### config.mk
export PLATFORM = sky130hd
export DESIGN_NAME = alu_pipe_l7
export DESIGN_NICKNAME = d
export VERILOG_FILES = /design/src/rtl/alu_pipe_l7.sv
export SDC_FILE = /design/constraint.sdc
export NUM_CORES = 1
export LEC_CHECK = 0
export ABC_AREA = 0
export ABC_CLOCK_PERIOD_IN_PS = 1800
export BUFFER_PORTS_ARGS = -buffer_cell sky130_fd_sc_hd__buf_4
export CAP_MARGIN = 0
export CORE_MARGIN = 5
export CORE_UTILIZATION = 35
export CTS_CLUSTER_SIZE = 28
export DETAILED_ROUTE_END_ITERATION = 7
export GPL_TIMING_DRIVEN = 1
export SETUP_SLACK_MARGIN = 0.5
export SLEW_MARGIN = 20
export SYNTH_ARGS = -nofsm -noshare
export SYNTH_HDL_FRONTEND = slang
export SYNTH_SLANG_ARGS = --single-unit
### constraint.sdc
create_clock -name clk -period 1.8 [get_ports clk]
set_input_delay 0 -clock clk [delete_from_list [all_inputs] [get_ports clk]]
set_output_delay 0 -clock clk [all_outputs]
set_load 0.01 [all_outputs]
### src/rtl/alu_pipe_l7.sv
// RV32I register/immediate ALU execute unit with a configurable-depth
// valid/ready pipeline between decode and writeback; bubbles collapse.

package alu_pipe_l7_pkg;

    localparam int unsigned XLEN  = 32;
    localparam int unsigned UOP_W = 4;
    localparam int unsigned REG_W = 5;
    localparam int unsigned SHA_W = 5;

    typedef enum logic [UOP_W-1:0] {
        OP_ADD  = 4'd0,
        OP_SUB  = 4'd1,
        OP_AND  = 4'd2,
        OP_OR   = 4'd3,
        OP_XOR  = 4'd4,
        OP_SLT  = 4'd5,
        OP_SLTU = 4'd6,
        OP_SLL  = 4'd7,
        OP_SRL  = 4'd8,
        OP_SRA  = 4'd9,
        OP_LUI  = 4'd10
    } rv_uop_e;

endpackage

module alu_pipe_l7
    import alu_pipe_l7_pkg::*;
#(
    parameter int unsigned p_seq_num_bits = 5,
    parameter int unsigned p_num_stages   = 2
) (
    input  logic                      clk,
    input  logic                      rst,
    input  logic                      D_val,
    output logic                      D_rdy,
    input  logic [XLEN-1:0]           D_pc,
    input  logic [p_seq_num_bits-1:0] D_seq_num,
    input  logic [XLEN-1:0]           D_op1,
    input  logic [XLEN-1:0]           D_op2,
    input  logic [REG_W-1:0]          D_waddr,
    input  rv_uop_e                   D_uop,
    output logic                      W_val,
    input  logic                      W_rdy,
    output logic [XLEN-1:0]           W_pc,
    output logic [p_seq_num_bits-1:0] W_seq_num,
    output logic [REG_W-1:0]          W_waddr,
    output logic [XLEN-1:0]           W_wdata,
    output logic                      W_wen
);

    typedef struct packed {
        logic [XLEN-1:0]           pc;
        logic [p_seq_num_bits-1:0] seq_num;
        logic [REG_W-1:0]          waddr;
        logic [XLEN-1:0]           wdata;
        logic                      wen;
    } msg_t;

    logic [XLEN-1:0]         result_c;
    logic                    supported_c;
    logic [SHA_W-1:0]        shamt_c;
    msg_t                    in_msg_c;
    logic [p_num_stages-1:0] valid_c;
    logic [p_num_stages-1:0] load_c;
    msg_t                    stage_msg_c [p_num_stages];

    // Result is computed once at entry; later stages only carry it.
    always_comb begin
        result_c    = '0;
        supported_c = 1'b1;
        shamt_c     = D_op2[SHA_W-1:0];
        case (D_uop)
            OP_ADD:  result_c = D_op1 + D_op2;
            OP_SUB:  result_c = D_op1 - D_op2;
            OP_AND:  result_c = D_op1 & D_op2;
            OP_OR:   result_c = D_op1 | D_op2;
            OP_XOR:  result_c = D_op1 ^ D_op2;
            OP_SLT:  result_c = {{(XLEN-1){1'b0}}, ($signed(D_op1) < $signed(D_op2))};
            OP_SLTU: result_c = {{(XLEN-1){1'b0}}, (D_op1 < D_op2)};
            OP_SLL:  result_c = D_op1 << shamt_c;
            OP_SRL:  result_c = D_op1 >> shamt_c;
            OP_SRA:  result_c = $unsigned($signed(D_op1) >>> shamt_c);
            OP_LUI:  result_c = D_op2;
            default: supported_c = 1'b0;
        endcase
    end

    // Unsupported micro-ops still retire so the sequence number is not lost.
    always_comb begin
        in_msg_c.pc      = D_pc;
        in_msg_c.seq_num = D_seq_num;
        in_msg_c.waddr   = D_waddr;
        in_msg_c.wdata   = supported_c ? result_c : '0;
        in_msg_c.wen     = supported_c && (D_waddr != '0);
    end

    for (genvar k = 0; k < p_num_stages; k++) begin : g_stage
        logic valid_q;
        msg_t msg_q;
        logic up_val;
        msg_t up_msg;

        if (k == 0) begin : g_head
            assign up_val = D_val;
            assign up_msg = in_msg_c;
        end else begin : g_body
            assign up_val = valid_c[k-1];
            assign up_msg = stage_msg_c[k-1];
        end

        // Stage k may load when it or any stage downstream of it has room.
        assign load_c[k] = W_rdy | ~(&valid_c[p_num_stages-1:k]);

        always_ff @(posedge clk or negedge rst) begin
            if (!rst) begin
                valid_q <= 1'b0;
                msg_q   <= '0;
            end else if (load_c[k]) begin
                valid_q <= up_val;
                if (up_val) begin
                    msg_q <= up_msg;
                end
            end
        end

        assign valid_c[k]     = valid_q;
        assign stage_msg_c[k] = msg_q;
    end

    assign D_rdy     = load_c[0];
    assign W_val     = valid_c[p_num_stages-1];
    assign W_pc      = stage_msg_c[p_num_stages-1].pc;
    assign W_seq_num = stage_msg_c[p_num_stages-1].seq_num;
    assign W_waddr   = stage_msg_c[p_num_stages-1].waddr;
    assign W_wdata   = stage_msg_c[p_num_stages-1].wdata;
    assign W_wen     = stage_msg_c[p_num_stages-1].wen;

endmodule

Word-level counts from Yosys, hierarchy flattened
Cells that the tools add are included.
{"block": "word_totals", "n_memories": 0, "wordCells": 46, "latch_bits": 0, "mem_bits_ro": 0, "register_bits": 152, "out_inout_bits": 77, "ram_bits": 0}
{"block": "classes", "n_lt_le_gt_ge": 2, "reduce_logical": 7, "bitwise": 7, "addsub": 2, "shifts": 3, "eq_ne": 10, "div": 0, "mux": 3, "n_mul": 0}
{"cell": "$pmux 32 s11", "count": 1}
{"cell": "$lt 32x32->1", "count": 2}
{"cell": "$add 32x32->32", "count": 1}
{"cell": "$and 32x32->32", "count": 1}
{"cell": "$mux 32", "count": 1}
{"cell": "$or 32x32->32", "count": 1}
{"cell": "$shl 32x5->32", "count": 1}
{"cell": "$shr 32x5->32", "count": 1}
{"cell": "$sshr 32x5->32", "count": 1}
{"cell": "$sub 32x32->32", "count": 1}
{"cell": "$xor 32x32->32", "count": 1}
{"cell": "$eq 4x3->1 const B", "count": 4}
{"cell": "$eq 4x4->1 const B", "count": 3}
{"cell": "$reduce_or 11->1", "count": 1}
{"cell": "$eq 4x2->1 const B", "count": 2}
{"cell": "$reduce_and 2->1", "count": 3}
{"cell": "$reduce_bool 5->1", "count": 1}
{"cell": "$eq 4x1->1 const B", "count": 1}
{"cell": "$logic_not 4->1", "count": 1}
{"cell": "$not 1->1", "count": 2}
{"cell": "$or 1x1->1", "count": 2}
{"cell": "$logic_and 1x1->1", "count": 1}
{"cell": "$mux 1", "count": 1}

Logic depth before layout (Yosys ltp)
{"block": "depth", "depth_word": 4, "ltp_mapped": 15}

Worst setup path after synthesis
OpenSTA, ideal clock, no wires.
{"block": "synth_path", "kind": "input-to-reg", "startpoint": "input port D_op2[2]", "endpoint": "register g_stage[0].msg_q[31] (netlist name)", "t_required_ps": 1684, "path_stages": 15, "arrival_time_ps": 3159, "setup_slack_ps": -1474, "path_buffers": 3, "setup_time_ps": 116, "path_cell_list": "buf_2 -> inv_2 -> clkbuf_1 -> buf_1 -> ha_1 -> inv_1 -> a21oi_1 -> o41ai_2 -> a21oi_1 -> a211oi_1 -> a31oi_1 -> a21oi_1 -> a221oi_2 -> xnor2_1 -> o311ai_0"}
{"block": "synth_between", "elab_chain_cells": 3}
{"item": "start, declared", "line_no": "40", "text": "input logic [XLEN-1:0] D_op2,"}
{"item": "$sub 32x32->32 (tied with other cells)", "line_no": "75", "text": "OP_SUB: result_c = D_op1 - D_op2;"}
{"item": "$pmux 32 s11 (*)", "line_no": "73", "text": "case (D_uop)"}
{"item": "$mux 32 (*)", "line_no": "94", "text": "in_msg_c.wdata = supported_c ? result_c : '0;"}
{"item": "end signal, assigned", "line_no": "122", "text": "msg_q <= up_msg;"}
{"item": "end, declared", "line_no": "100", "text": "msg_t msg_q;"}
Every way passes the cells marked *; elsewhere a longest branch is shown, timed or not.
A chain may end at the register's enable or synchronous reset.

Final worst setup path
{"block": "layout_path", "startpoint": "input port D_op1[9]", "endpoint": "register g_stage[0].msg_q[32] (netlist name)"}
{"block": "layout_between", "elab_chain_cells": 3}
{"item": "start, declared", "line_no": "39", "text": "input logic [XLEN-1:0] D_op1,"}
{"item": "$sub 32x32->32 (tied with other cells)", "line_no": "75"}
{"item": "$pmux 32 s11 (*)", "line_no": "73"}
{"item": "$mux 32 (*)", "line_no": "94"}
Marked as above.

==> flow_results.org <==
** Run status
- Outcome :: finished, violations left
- The final reports fail on negative setup slack.

** Clocking
- Clock insertion delay at the later pin of the skew report :: 440 ps
- No sink is reached through more buffers than the 2 on the longest clock path.
- Buffers inserted during clock tree synthesis total 17.
- TritonCTS built the clock tree.
- Clk Tree Root Cell :: sky130_fd_sc_hd__clkbuf_16
- Clock net sink count :: 152
- Clock-pin slew was measured on the worst setup and hold paths at 70 ps.
- Number of H-tree levels :: 4

** Placement
- After detailed placement, the total cell area comes to 0.0207 mm2.
- Placed Instances :: 2,951
- Routability congestion estimate :: 0.974
- Detail Placement HPWL :: 53.5 mm
- Port bufs :: 190

** Synthesis
- Counting distinct cell types in the post-synthesis netlist gives 76.
- Fraction of post-synthesis cell area in the top cell type by area :: 26.4%
- Main synth FF type :: sky130_fd_sc_hd__dfrtp_1
- Cell type contributing the most total cell area after synthesis :: sky130_fd_sc_hd__dfrtp_1
- Post-synth design cell area :: 0.0144 mm2
- Proportion of synthesized flip-flops having asynchronous set or reset :: 100%
- Synthesis inferred 152 register bits.
- Sequential elements use 26.4% of the synthesized area.
- Sorting the synthesized cells by area gives the leading types as sky130_fd_sc_hd__dfrtp_1 (26%), sky130_fd_sc_hd__ha_1 (9.0%), sky130_fd_sc_hd__nand2_1 (7.7%), sky130_fd_sc_hd__mux2_2 (7.2%), sky130_fd_sc_hd__o21ai_0 (4.9%).
- Synthesis handed over a netlist of 1,812 instances.
- For this run, the number of Yosys warnings is 0.
- Net count after synthesis :: 2,032
- The average instance in the mapped netlist occupies 7.97 um2.
- The synthesized design contains 0 enable-type register cells.

** GRT
- All-Layer GR Usage :: 30.8%
- Vias in the first global route :: 17,600
- Largest net degree at the start of global routing :: 96
- Wire length of the first global-routing pass :: 108 mm
- After global routing the overflow that remains totals 0.
- Met1 capacity usage during global routing :: 42.0%
- Initial antenna violation count :: 0
- Grt met3 use :: 2.92%
- GRT met2 Usage :: 51.0%
- Most heavily used metal layer in global routing :: met2

** Route
- Per-cell routed wire length :: 24.3 um
- DRT Pass-1 Iters :: 6
- Number of vias after detailed routing :: 18,000
- In the routed layout, each cell is associated on average with a via count of 5.75.
- Residual DRC :: 0
- In this run, the number of DRC markers left after iteration 0 of detailed routing was 1,810.
- The routed design has 76.1 mm of wire.
- In this run the remaining antenna-violating nets after routing total 0.

** Pwr
- VDD IR max :: 0.000541 V
- Power spread over the standard cell area amounts to 664 mW/mm2.
- Post-route total power :: 16,700 uW
- Pleak :: 0.0120 uW

** STA
- Maximum operating frequency :: 409 MHz
- Post-route clock period utilization :: 136%
- Worst slew slack as a fraction of its limit :: 51.3%
- For the pin with the worst max-slew slack, the measured transition is 731 ps.
- The count of final max-slew check failures came to 0.
- Hold Vio Cnt, Final :: 0
- In the post-route analysis, the smallest setup slack over all paths is -642 ps.
- Clock period minus worst slack :: 2440 ps
- Finish-stage setup viols :: 32
- RSZ-0062 raised after global routing :: yes
- Between clock sinks in the finished design, the worst skew comes to 12.1 ps.

** Critical path
- The critical path in this run is classified as primary input to register.
- STA classifies the critical path startpoint as a primary input.
- Along the worst path, the maximum fanout reaches 4.
- Number of cells traversed by the worst register-to-register path :: 10
- Data on the critical path is required at its endpoint by 2120 ps.
- STA classifies the critical path endpoint as a register.
- CP Data Arrival Time :: 2760 ps

** Cells and area
- For this run, the post-layout net count is 2,801.
- Proportion of layout cells with a drive suffix above 1 :: 49.2%
- Final instance area :: 0.0251 mm2
- Compared with the post-synthesis result, the final layout area differs by 73.8%.
- Post-layout instance count excluding filler cells :: 3,126
- The repair_antennas step left the layout with diodes totalling 0.

** Hold path
- Hold Path Depth :: 4
- The min-delay analysis places its worst path in the category primary input to register.

** Die
- For this configuration, the core starts out at a cell density of 35.4%.
- The die is 213 um wide.
- Count of standard-cell rows :: 74
- The die is 213 um tall.
- Overall die area :: 0.0454 mm2
- In this run the standard cell core region covers 0.0408 mm2.
- I/O pin total :: 191

** Job
- Max Cap Viol :: 0
==> layer usage <==
metal	part of all wire, %	vias to the layer above
met1	41	8799
li1	-	8114
met3	7.1	176
met2	47	872
met5	0	-
met4	4.6	0
==> timing repair <==
action / 4_1_cts / 5_1_grt
setup endpoints to repair: 150 / 150
gates resized for setup: 320 / 173
hold buffers: 44 / 0
setup buffers: 53 / 22
hold endpoints to repair: 197 / 0
pin swaps: 87 / 85
cloned: 20 / 4
==> cell usage after synthesis (all sizes together) (22+ instances only) <==
cell	number
nand2	296
dfrtp	152
o21ai	141
nor2	138
a21oi	125
ha	104
inv	97
mux2	92
clkbuf	84
mux2i	50
buf	43
nand3	39
a211oi	37
nor3	34
a221oi	30
a21o	22
mux4	22
o211ai	22
==> state kept, by name, summed over array words and instances (netlist names) <==
| register | count |
|---|---|
| g_stage.msg_q | 75 |
| W_pc | 32 |
| W_wdata | 32 |
| W_seq_num | 5 |
| W_waddr | 5 |
| W_val | 1 |
| W_wen | 1 |
| g_stage.valid_q | 1 |
==> logic make-up (layout without fill, tap and decap cells) <==
group / count (synthesis) / after routing / synth area share, %
simple gates: 590 / 590 / 17.6
compound gates: 559 / 559 / 25.6
buf+inv: 225 / 1007 / 6.15
mux: 164 / 164 / 14.1
flops: 152 / 152 / 26.4
fa+ha+maj: 106 / 106 / 9.29
xor+xnor: 16 / 16 / 0.971
==> worst paths after layout <==
path | startpoint | endpoint | slack [ps]
min in group asynchronous | rst | g_stage[0].msg_q[39] | 70
min | W_rdy | W_val | 20
max reg2reg | W_val | g_stage[0].msg_q[23] | -310
max | D_op1[9] | g_stage[0].msg_q[32] | -640
max in group asynchronous | rst | g_stage[0].msg_q[66] | 1040
min reg2reg | g_stage[0].msg_q[7] | g_stage[0].msg_q[7] | 490
==> per-stage QoR <==
stage	TNS [ps]	util (%)	setup slack, ps	hold slack [ps]
finish	-14300	61.4	-642	20.1
global route	-16760	61.4	-726	6.61
CTS	-13030	59.0	-626	-17.5
detailed placement	-34970	50.8	-1530	-59.0
global placement	-34390	50.8	-1730	-56.7
floorplan	-13060	-	-702	-296
==> area by class of cell <==
| cell class | instances | area [um2] |
|---|---|---|
| tap | 532 | 666 |
| multi-input combinational | 1435 | 11700 |
| clock buffer | 18 | 439 |
| fill | 3379 | 15700 |
| inverter | 98 | 400 |
| sequential | 152 | 3800 |
| clock inverter | 14 | 221 |
| timing repair buffer | 877 | 7830 |
==> power breakdown <==
group	switching, uW	leakage [uW]	internal, uW
combinational	3920	0.00981	4150
clock	1500	0.000313	2510
sequential	531	0.00192	4050
total	5950	0.0120	10700
==> critical path, cell delays in order <==
cell and delay (ps):
sky130_fd_sc_hd__buf_8 80, sky130_fd_sc_hd__clkinvlp_4 140, sky130_fd_sc_hd__ha_4 260, sky130_fd_sc_hd__buf_6 110
sky130_fd_sc_hd__nor4_4 250, sky130_fd_sc_hd__nand2_1 140, sky130_fd_sc_hd__o31ai_4 280, sky130_fd_sc_hd__buf_6 140
sky130_fd_sc_hd__o31a_1 210, sky130_fd_sc_hd__buf_4 150, sky130_fd_sc_hd__o21a_4 150, sky130_fd_sc_hd__a21oi_4 80
sky130_fd_sc_hd__buf_4 150, sky130_fd_sc_hd__o21a_1 170, sky130_fd_sc_hd__nor3_2 210, sky130_fd_sc_hd__a221o_1 170
sky130_fd_sc_hd__o31ai_1 60
==> layout by cell type (no fill, tap or decap), types with 23 or more instances in the layout <==
master and n:
sky130_fd_sc_hd__buf_4 721, sky130_fd_sc_hd__dlygate4sd3_1 44, sky130_fd_sc_hd__nand2_2 48, sky130_fd_sc_hd__mux2_4 78, sky130_fd_sc_hd__nor3_1 23, sky130_fd_sc_hd__a21oi_2 27, sky130_fd_sc_hd__a221oi_1 23, sky130_fd_sc_hd__mux2i_1 38
sky130_fd_sc_hd__dfrtp_1 152, sky130_fd_sc_hd__a21oi_1 89, sky130_fd_sc_hd__buf_16 25, sky130_fd_sc_hd__inv_1 86, sky130_fd_sc_hd__o21ai_0 88, sky130_fd_sc_hd__ha_1 89, sky130_fd_sc_hd__nand2_4 32, sky130_fd_sc_hd__nand2_1 215
sky130_fd_sc_hd__o21ai_1 29, sky130_fd_sc_hd__nand3_1 37, sky130_fd_sc_hd__buf_6 52, sky130_fd_sc_hd__nor2_1 128
Power figures use the tool's default switching activity.
